## src/rtl/q2_display_io.sv

```systemverilog
// Memory-mapped console peripheral for the q2 CPU: character buffer with cursor,
// clear/newline commands, debounced key matrix and an independent display scan port.
module q2_display_io #(
  parameter int             W          = 12,
  parameter int             AW         = 12,
  parameter logic [AW-1:0]  IO_ADDR    = 12'hFFF,
  parameter int             ROWS       = 2,
  parameter int             COLS       = 64,
  parameter int             NKEYS      = 10,
  parameter int             DEB_CYCLES = 4
) (
  input  logic             clk_i,
  input  logic             rst_ni,
  input  logic [AW-1:0]    abus_i,
  input  logic [W-1:0]     din_i,
  output logic [W-1:0]     dout_o,
  input  logic             wrm_i,
  input  logic             rdm_i,
  input  logic [NKEYS-1:0] keys_ni,
  input  logic [6:0]       scan_addr_i,
  output logic [7:0]       scan_data_o,
  output logic             busy_o,
  output logic [6:0]       cursor_o
);

  localparam int          CELLS    = ROWS * COLS;
  localparam logic [7:0]  CELLS8   = 8'(CELLS);
  localparam logic [7:0]  COLS8    = 8'(COLS);
  localparam logic [7:0]  LASTROW8 = 8'((ROWS - 1) * COLS);
  localparam logic [6:0]  LAST7    = 7'(CELLS - 1);
  localparam int          CW       = (DEB_CYCLES > 1) ? $clog2(DEB_CYCLES) : 1;
  localparam logic [CW-1:0] CNT_LAST = CW'(DEB_CYCLES - 1);

  typedef enum logic {IDLE = 1'b0, CLEAR = 1'b1} state_t;

  function automatic logic [7:0] printable(input logic [7:0] c);
    if (c < 8'h20 || c > 8'h7E) begin
      printable = 8'h3F;
    end else begin
      printable = c;
    end
  endfunction

  state_t          state_q, state_d;
  logic [6:0]      idx_q, idx_d;
  logic [6:0]      cursor_q, cursor_d;
  logic            busy_q, busy_d;
  logic            drop_q, drop_d;
  logic            wr_q, pend_q;
  logic [8:0]      pdata_q;
  logic [7:0]      scan_data_q;
  logic [NKEYS-1:0] sync1_q, sync2_q, db_q, db_d;
  logic [CW-1:0]   cnt_q [NKEYS];
  logic [CW-1:0]   cnt_d [NKEYS];
  logic [7:0]      mem_q [CELLS];

  logic            hit_s, wr_ev_s, mem_we_s;
  logic [6:0]      mem_waddr_s;
  logic [7:0]      mem_wdata_s, set8_s, nl8_s, scan8_s;
  logic [W-1:0]    dout_s;
  logic            unused_s;

  assign hit_s   = (abus_i == IO_ADDR);
  assign wr_ev_s = wrm_i && !wr_q && hit_s;
  assign set8_s  = {1'b0, pdata_q[6:0]} % CELLS8;
  assign nl8_s   = (({1'b0, cursor_q} / COLS8) + 8'd1) * COLS8;
  assign scan8_s = {1'b0, scan_addr_i} % CELLS8;
  assign unused_s = ^{din_i[W-1:9], set8_s[7], nl8_s[7], scan8_s[7]};

  // Command execution and clear sweep; a pending write seen during CLEAR is dropped
  always_comb begin
    state_d     = state_q;
    idx_d       = idx_q;
    cursor_d    = cursor_q;
    drop_d      = drop_q;
    mem_we_s    = 1'b0;
    mem_waddr_s = idx_q;
    mem_wdata_s = 8'h20;
    if (rdm_i && hit_s) begin
      drop_d = 1'b0;
    end else begin
      drop_d = drop_q;
    end
    case (state_q)
      CLEAR: begin
        mem_we_s = 1'b1;
        if (pend_q) begin
          drop_d = 1'b1;
        end else begin
          drop_d = drop_d;
        end
        if (idx_q == LAST7) begin
          state_d  = IDLE;
          idx_d    = 7'd0;
          cursor_d = 7'd0;
        end else begin
          idx_d = idx_q + 7'd1;
        end
      end
      IDLE: begin
        if (!pend_q) begin
          state_d = IDLE;
        end else if (!pdata_q[8]) begin
          mem_we_s    = 1'b1;
          mem_waddr_s = cursor_q;
          mem_wdata_s = printable(pdata_q[7:0]);
          cursor_d    = (cursor_q == LAST7) ? 7'd0 : cursor_q + 7'd1;
        end else if (pdata_q[7]) begin
          cursor_d = set8_s[6:0];
        end else if (pdata_q[0]) begin
          state_d = CLEAR;
          idx_d   = 7'd0;
        end else if (pdata_q[1]) begin
          cursor_d = ({1'b0, cursor_q} >= LASTROW8) ? 7'd0 : nl8_s[6:0];
        end else begin
          state_d = IDLE;
        end
      end
      default: begin
        state_d = CLEAR;
        idx_d   = 7'd0;
      end
    endcase
    busy_d = (state_d == CLEAR);
  end

  // Per-key debounce: accept a new level only after it persists DEB_CYCLES clocks
  always_comb begin
    db_d = db_q;
    for (int k = 0; k < NKEYS; k++) begin
      cnt_d[k] = '0;
      if (sync2_q[k] != db_q[k]) begin
        if (cnt_q[k] == CNT_LAST) begin
          db_d[k] = sync2_q[k];
        end else begin
          cnt_d[k] = cnt_q[k] + CW'(1);
        end
      end else begin
        cnt_d[k] = '0;
      end
    end
  end

  // CPU read data, driven only during a read hit
  always_comb begin
    dout_s = '0;
    if (rdm_i && hit_s) begin
      dout_s            = '1;
      dout_s[NKEYS-1:0] = db_q;
      dout_s[W-1]       = ~busy_q;
      dout_s[W-2]       = ~drop_q;
    end else begin
      dout_s = '0;
    end
  end

  // Control, key and scan registers
  always_ff @(posedge clk_i or negedge rst_ni) begin
    if (!rst_ni) begin
      state_q     <= CLEAR;
      idx_q       <= 7'd0;
      cursor_q    <= 7'd0;
      busy_q      <= 1'b1;
      drop_q      <= 1'b0;
      wr_q        <= 1'b0;
      pend_q      <= 1'b0;
      pdata_q     <= 9'd0;
      scan_data_q <= 8'd0;
      sync1_q     <= '1;
      sync2_q     <= '1;
      db_q        <= '1;
      for (int k = 0; k < NKEYS; k++) cnt_q[k] <= '0;
    end else begin
      state_q     <= state_d;
      idx_q       <= idx_d;
      cursor_q    <= cursor_d;
      busy_q      <= busy_d;
      drop_q      <= drop_d;
      wr_q        <= wrm_i;
      pend_q      <= wr_ev_s;
      pdata_q     <= din_i[8:0];
      scan_data_q <= mem_q[scan8_s[6:0]];
      sync1_q     <= keys_ni;
      sync2_q     <= sync1_q;
      db_q        <= db_d;
      for (int k = 0; k < NKEYS; k++) cnt_q[k] <= cnt_d[k];
    end
  end

  // Character buffer; contents survive reset
  always_ff @(posedge clk_i) begin
    if (mem_we_s) begin
      mem_q[mem_waddr_s] <= mem_wdata_s;
    end
  end

  assign dout_o      = dout_s;
  assign scan_data_o = scan_data_q;
  assign busy_o      = busy_q;
  assign cursor_o    = cursor_q;

endmodule

```

## config.mk

```make
export PLATFORM = sky130hd
export DESIGN_NAME = q2_display_io
export DESIGN_NICKNAME = d
export VERILOG_FILES = /design/src/rtl/q2_display_io.sv
export SDC_FILE = /design/constraint.sdc
export NUM_CORES = 1
export LEC_CHECK = 0
export CAP_MARGIN = 10
export CORE_MARGIN = 3
export CORE_UTILIZATION = 39
export DETAILED_ROUTE_END_ITERATION = 8
export SETUP_SLACK_MARGIN = 0.4
export SLEW_MARGIN = 20
export SYNTH_ARGS = -nofsm -noshare
export SYNTH_HDL_FRONTEND = slang
export SYNTH_SLANG_ARGS = --single-unit
```

## constraint.sdc

```tcl
create_clock -name clk_i -period 7.72 [get_ports clk_i]
set_input_delay 1.544 -clock clk_i [delete_from_list [all_inputs] [get_ports clk_i]]
set_output_delay 1.544 -clock clk_i [all_outputs]
set_load 0.01 [all_outputs]
```

# Yosys cells after proc, flatten, opt, wreduce, memory -nomap -nowiden
# Memory sizes are Yosys's and may differ from the RTL's. A register that Yosys moved wholly into a read port is not among the register bits.
# Index checks and enable logic that the tools add are counted.
[op_classes]
n_reduce_logical = 18
muxes = 57
bitwise_logic = 2
order_cmp = 3
eq_ne = 30
n_addsub = 13
[op_table]
columns = ["op", "n"]
rows = [
  ["$mux W7", 16],
  ["$mux W2", 20],
  ["$mux W8", 4],
  ["$pmux W7 S2", 2],
  ["$add A2 B1 Y2 const B", 10],
  ["$eq A2 B2 Y1 const B", 10],
  ["$reduce_and A2 Y1", 10],
  ["$add A7 B1 Y7 const B", 2],
  ["$eq A7 B7 Y1 const B", 2],
  ["$eq A12 B12 Y1 const B", 1],
  ["$mux W1", 12],
  ["$mux W12", 1],
  ["$ne A1 B1 Y1", 10],
  ["$gt A8 B7 Y1 const B", 1],
  ["$lt A8 B6 Y1 const B", 1],
  ["$ne A2 B2 Y1 const B", 4],
  ["$ne A4 B4 Y1 const B", 2],
  ["$reduce_and A4 Y1", 2],
  ["$ge A7 B7 Y1 const B", 1],
  ["$pmux W1 S2", 2],
  ["$logic_and A1 B1 Y1", 3],
  ["$logic_not A1 Y1", 2],
  ["$ne A2 B1 Y1 const B", 1],
  ["$not A1 Y1", 2],
  ["other kinds (2)", 2],
]
[totals]
input_bits = 45
output_inout_bits = 28
memories = 1
mem_bits_rw = 1024
regBits = 77
[mem_list]
columns = ["memory", "depth", "width", "read_ports", "rd_ports_with_merged_regs", "write_ports", "line_no", "rtl"]
rows = [
  ["mem_q", 128, 8, 1, 1, 1, "55", "logic [7:0] mem_q [CELLS];"],
]

# Logic depth before layout (Yosys ltp)
# Gate-level depths: netlist of run 1.
[logic_depth]
ltp_word = 8
ltp_mapped = 7
mapped_depth_nobuf = 5

# Least setup slack after synthesis of run 1
# OpenSTA, ideal clock, no wires.
[synth_timing]
kind = "input to register"
startpoint = "input scan_addr_i[0]"
endpoint = "register scan_data_q[0] (netlist: scan_data_o[0]), read port of mem_q"
t_required_ns = 7.595
slack_ns = 3.687
arrival_ns = 3.908
stages = 6
setup_time_ns = 0.125
path_cell_list = "buf_2 > buf_1 > mux4_2 > mux4_2 > mux4_2 > mux2_2"
[synth_lines]
columns = ["element", "line_no", "rtl"]
rows = [
  ["start: declaration", "20", "input logic [6:0] scan_addr_i,"],
  ["end: declaration", "51", "logic [7:0] scan_data_q;"],
]

# Worst setup path in the final report of run 1
[layout_timing]
startpoint = "input abus_i[0]"
endpoint = "output dout_o[11]"
[layout_via]
elab_chain_cells = 3
[layout_rtl]
columns = ["element", "line_no", "rtl"]
rows = [
  ["start: declaration", "14", "input logic [AW-1:0] abus_i,"],
  ["$eq A12 B12 Y1", "63", "assign hit_s = (abus_i == IO_ADDR);"],
  ["$logic_and A1 B1 Y1", "147", "if (rdm_i && hit_s) begin"],
  ["$mux W12", "147", ""],
  ["end: declaration", "16", "output logic [W-1:0] dout_o,"],
]
# Every way passes these cells.

==> results of run 1 <==
[power by group through the flow]
| stage | Combinational [mW] | Clock, mW | Sequential, mW |
|---|---|---|---|
| global route | 0.496 | 5.55 | 6.65 |
| finish | 0.449 | 5.19 | 6.64 |
| floorplan | 0.322 | 0 | 6.74 |
| global placement | 0.438 | 0 | 6.77 |
| CTS | 0.459 | 5.30 | 6.64 |
| detailed placement | 0.457 | 0 | 6.77 |
[cells in the mapped netlist, types with 6 or more instances]
cell type,number,share of area
nor2b_1,13,0.0019
ha_1,12,0.0035
nand2b_1,14,0.0020
mux2_2,22,0.0058
nand2_1,35,0.0031
buf_1,15,0.0013
mux4_2,336,0.18
mux2i_1,11,0.0026
a22o_1,6,0.0012
and3_1,10,0.0015
buf_2,21,0.0024
clkbuf_1,55,0.0048
nor3_1,13,0.0015
xnor2_1,14,0.0029
nand4_1,6,0.00087
dfrtp_1,54,0.031
edfxtp_1,1024,0.72
dfstp_2,31,0.019
nand3_1,17,0.0020
nor2_1,139,0.012
[worst max-delay path: cells and delay by family]
| family | cells | cell delay, ns |
|---|---|---|
| AND/OR/NAND/NOR | 4 | 1.13 |
| buffers and inverters | 2 | 1.03 |
[routing by layer]
| layer | global-route usage | part of all wire | vias to the layer above |
|---|---|---|---|
| met5 | 0 | 0.00014 | - |
| met4 | 0.0568 | 0.029 | 2 |
| met3 | 0.0317 | 0.068 | 122 |
| met2 | 0.268 | 0.49 | 637 |
| met1 | 0.227 | 0.41 | 10400 |
| li1 | - | - | 8309 |
[through the flow]
stage	util	hold WS, ns	worst slack [ns]
after floorplan	-	0.345	3.69
after global placement	0.421	0.346	2.43
after detailed placement	0.421	0.347	2.46
after CTS	0.453	0.354	2.45
after global routing	0.453	0.361	2.24
final	0.453	0.355	2.46
[kinds of logic after synthesis]
family	Yosys count	share of synthesized area
multiplexers	369	0.184
AND/OR/NAND/NOR	255	0.0263
AO/OA/AOI/OAI	39	0.00666
flip-flops	1109	0.765
other	1	0.0000872
adder cells (fa/ha/maj)	12	0.00349
buffers and inverters	103	0.0105
XOR/XNOR	16	0.00326
[registers in the layout, summed over array words and instances (netlist names)]
register,cells
wr_q,1
sync2_q,10
idx_q,7
drop_q,1
cursor_o,7
busy_o,1
db_q,10
mem_q,1024
pdata_q,9
scan_data_o,8
sync1_q,10
cnt_q,20
pend_q,1
[final cells by class]
type,count,area [um^2],share of cell area
Clock buffer,141,2930,0.0592
Multi-Input combinational cell,819,10200,0.206
Antenna cell,1,2.50,0.0000506
Inverter,4,15.0,0.000304
Tap cell,1476,1850,0.0374
Sequential cell,1109,32900,0.666
Clock inverter,59,582,0.0118
Timing Repair Buffer,96,958,0.0194
[worst paths after layout]
check / from / to / cells after the start
max in group asynchronous: rst_ni / cnt_q[2] / 2
min in group asynchronous: rst_ni / scan_data_o[3] / 1
hold / removal: sync1_q[6] / sync2_q[6] / 0
setup reg to reg: pdata_q[8] / mem_q[19][0] / 5
hold reg to reg: sync1_q[6] / sync2_q[6] / 0
setup / recovery: abus_i[0] / dout_o[11] / 6
==> impl_results.md, run 1 <==
- Status: finished clean
- Internal power: between 9 and 10 mW
- Fill count: slightly above 9000
- Setup TNS: 0 ns
- #FFs+latches synth: 1109
- Placed Cells: 3504
- Post_cts resized: 0
- Clock Path Buffers: 3
- GRT Residual Overflow: 0
- Post-DP HPWL: around 57 mm
- Die width: 338 um
- CTS root buf: clkbuf_16
- Commonest non-fill, non-tap cells in the layout: edfxtp_1, mux4_2, nor2_1, conb_1, clkbuf_16
- Syn Area/Cell: between 20 and 25 um^2
- Layout area overhead: 15.0%
- Nets: 2193
- Overall Global Routing Usage: 0.165
- Total iterations of the first detailed-routing run: 5
- Max_cap viols: 0
- Startpoint types: input port
- DRT Wirelength: 93.3 mm
- Num ports: 73
- Share of cells above drive strength 1: 0.267
- Worst slew margin: 0.264
- Setup Buffers After CTS: 0
- Htree depth: 3
- Sw Pwr: 2.47 mW
- Final Wtd Congestion: 0.800
- Most used cell, CP: clkdlybuf4s50_1
- Asr flop ratio synth: 0.0766
- DR vias/cell: 5.24
- TritonCTS clock tree: built
- Syn Inst Count: 1904
- Critical path required time: ~6.2 ns
- CTS buffer count: 106
- DR WL/cell: 25.2 um
- Fin. Hold Viols: 0
- Reg2Reg Setup Slack: 3.14 ns
- EDFF count, synth: 1024
- Vias: 19400
- Worst Setup End Kind: primary output
- Final worst-path cycle share: 0.681
- Fin area: 49400 um^2
- Vias in the first global route: 20300
- First-pass GRT wire length: 138 mm
- Initial antenna violation count: 4
- IO buf count: ~70
- CP arrival: 3.71 ns
- Post-synthesis sequential area ratio: 0.765
- Top_reg_cell synth: edfxtp_1
- Total power: 12.3 mW
- Commonest non-fill, non-tap cell in the layout: edfxtp_1
- CP Max Fanout: 12
- Final std cells w/o fill: 3705
- # rows: ~120
- Core footprint: 109000 um^2
- Worst path max stage delay: between 0.7 and 0.8 ns
- RSZ-0062 raised after global routing: no
- Synth Warn #: 0
- Cells along the critical path: clkdlybuf4s50_1 -> nand4_1 -> nor3_1 -> nand2_1 -> nor2_1 -> clkdlybuf4s50_1
- Antenna viol nets, final: 0
- FMAX: 0.190 GHz
- Mapped Area: between 40000 and 50000 um^2
- Slowest CP cell: nor3_1
- Power Density: approximately 250 nW/um^2
- Net Sw Frac: 0.201
- Post-route minimum period: 5.26 ns
- Sequential Power Share: 0.541
- Initial core utilization: 0.394
- Clk pwr share: 0.423
- Leak pwr: approximately 17 nW
- Combinational power share: 0.037
- Setup Skew: 0.0246 ns
- Clk_lat worst skew: 0.67 ns
- Max-slew violation count: 0
- Placed cell areas: 45900 um^2
- Pin count of the biggest net entering global routing: 95
- Post-CTS Hold Buffers: 0
- Die height: around 340 um
- Hold Crit Class: reg2reg
- Worst-margin pin slew: approximately 1.1 ns
- Iter 0 DRT Violations: 1629
- DRC viols: 0
- Post-synthesis cell type count: 47
- VDD IR max: around 0.17 mV
- Clock-pin slew on the worst setup and hold paths: 0.06 ns
- CTS Sinks: around 1100
- Setup violators final: 0
- Critical path type: in2out
- Die area: 114000 um^2
(Power assumes the default switching activity.)
==> inputs of run 2 (changes only) <==
Clock period 7.72 ns to 5.01 ns, I/O delays scaled along.
==> run 2 against run 1 <==
Die area stayed put. Sequential share of layout area is 0.35 points lower. Worst setup slack worse by 1.7 ns. Total power is 55% higher. Non-clock buffer count is 25 higher. Clock skew is 0.0028 ns lower. Clock power is 56% higher. Largest cell class unchanged.
==> impl_results.md, run 2 (synthesis gave the netlist of run 1 again) <==
- Final core occ: 0.455
- Commonest non-fill, non-tap cells in the layout: edfxtp_1, mux4_2, nor2_1, conb_1, clkbuf_16
- Setup TNS: 0 ns
- Worst slew margin: 0.269
- Htree depth: 3
- Core footprint: 109000 um^2
- DR vias/cell: around 5.3
- DR WL/cell: ~25 um
- Status: finished clean
- Power Density: 383 nW/um^2
- Hold Crit Class: in2async
- # rows: between 100 and 150
- Critical path required time: 5.31 ns
- GRT Residual Overflow: 0
- Biggest registers after layout: mem_q x1024, cnt_q x20
- Max_cap viols: 0
- Antenna viol nets, final: 0
- Placed Cells: 3529
- DRT Wirelength: 94.4 mm
- Vias in the first global route: ~21000
- Initial antenna violation count: 3
- Top Usage Layer GRT: met2
- Share of cells above drive strength 1: 0.271
- Die area: 114000 um^2
- First-pass GRT wire length: 141 mm
- Final worst-path cycle share: 0.844
- Met3 usage: 0.0277
- Post-route minimum period: 4.23 ns
- Setup violators final: 0
- Setup Buffers After CTS: 0
- Startpoint types: flop
- Post_cts resized: 0
- Worst Setup End Kind: flop
- Layout area overhead: 15.6%
- Pin count of the biggest net entering global routing: 94
- Fin. Hold Viols: 0
- Post-DP HPWL: 59.2 mm
- CP Launch Point: pdata_q[8]
- Final std cells w/o fill: 3733
- Met2 GRT Util: 0.274
- Total iterations of the first detailed-routing run: 5
- Critical path type: reg2reg
- CP Max Fanout: 18
- FMAX: 0.237 GHz
- CTS buffer count: 108
- Die width: approximately 340 um
- Clock Path Buffers: 3
- Commonest non-fill, non-tap cell in the layout: edfxtp_1
- CTS Sinks: 1109
- FF-to-FF Start: pdata_q[8]
- Clk_lat worst skew: 0.68 ns
- Worst-margin pin slew: about 1.1 ns
- Setup Skew: 0.0218 ns
- Met1 global-route usage: 0.237
- Fill count: 9050
- Die height: 338 um
- VDD IR max: about 0.27 mV
- Num ports: 73
- Vias: 19800
- DRC viols: 0
- CP arrival: 4.53 ns
- Iter 0 DRT Violations: roughly 1900
- TritonCTS clock tree: built
- Largest register by flop count: mem_q
- Final Wtd Congestion: 0.772
- Max reg flops: 1024
- Initial core utilization: 0.394
- IO buf count: 69
- Clock-pin slew on the worst setup and hold paths: 0.06 ns
- CTS root buf: clkbuf_16
- RSZ-0062 raised after global routing: no
- Leak pwr: approximately 18 nW
- Overall Global Routing Usage: 0.168
- Max-slew violation count: 0
- Nets: around 2200
- Post-CTS Hold Buffers: 0
[run 2: worst paths after layout]
path | cells after the start | slack (ns) | endpoint
max | 6 | 0.78 | mem_q[35][7]
max reg2reg | 6 | 0.78 | mem_q[35][7]
min | 1 | 0.29 | cursor_o[1]
min in group clk_i | 0 | 0.35 | sync2_q[3]
max in group asynchronous | 2 | 3.69 | wr_q
min reg2reg | 0 | 0.35 | sync2_q[3]
[run 2: critical path, cell delays in order, from the launching register on]
cell     delay (ns)
dfrtp_1        0.58
nor3b_2        0.55
buf_4          0.38
mux2i_1        0.56
nand3_1        0.59
buf_4          0.44
nor2_1         0.73
[run 2: layer usage]
| metal | vias to the layer above | wire length (um) |
|---|---|---|
| li1 | 8388 | - |
| met1 | 10600 | 39800 |
| met2 | 668 | 46500 |
| met3 | 116 | 6100 |
| met4 | 0 | 2030 |
| met5 | - | 0 |
[run 2: cell type report]
class	count	area [um^2]	share of cell area
flip-flops and latches	1109	32900	0.662
multi-input cells	819	10200	0.205
clock buffers	126	2770	0.0557
well taps	1476	1850	0.0372
repair buffers	121	1210	0.0243
clock inverters	77	764	0.0154
inverters	4	15.0	0.000302
diodes	1	2.50	0.0000503
[run 2: power breakdown]
| part | switching [mW] | internal, mW |
|---|---|---|
| logic | 0.347 | 0.366 |
| registers | 0.0912 | 10.1 |
| clock network | 3.44 | 4.64 |
[run 2: metrics by stage]
| stage | hold WS, ns | cell area (um^2) | setup slack [ns] | power, mW |
|---|---|---|---|---|
| after floorplan | 0.345 | 43500 | 1.04 | 10.9 |
| after global placement | 0.346 | 46200 | 0.879 | 11.1 |
| after detailed placement | 0.347 | 46200 | 0.790 | 11.2 |
| after CTS | 0.263 | 49700 | 0.770 | 19.2 |
| after global routing | 0.303 | 49700 | 0.481 | 19.7 |
| final | 0.293 | 49700 | 0.782 | 19.0 |
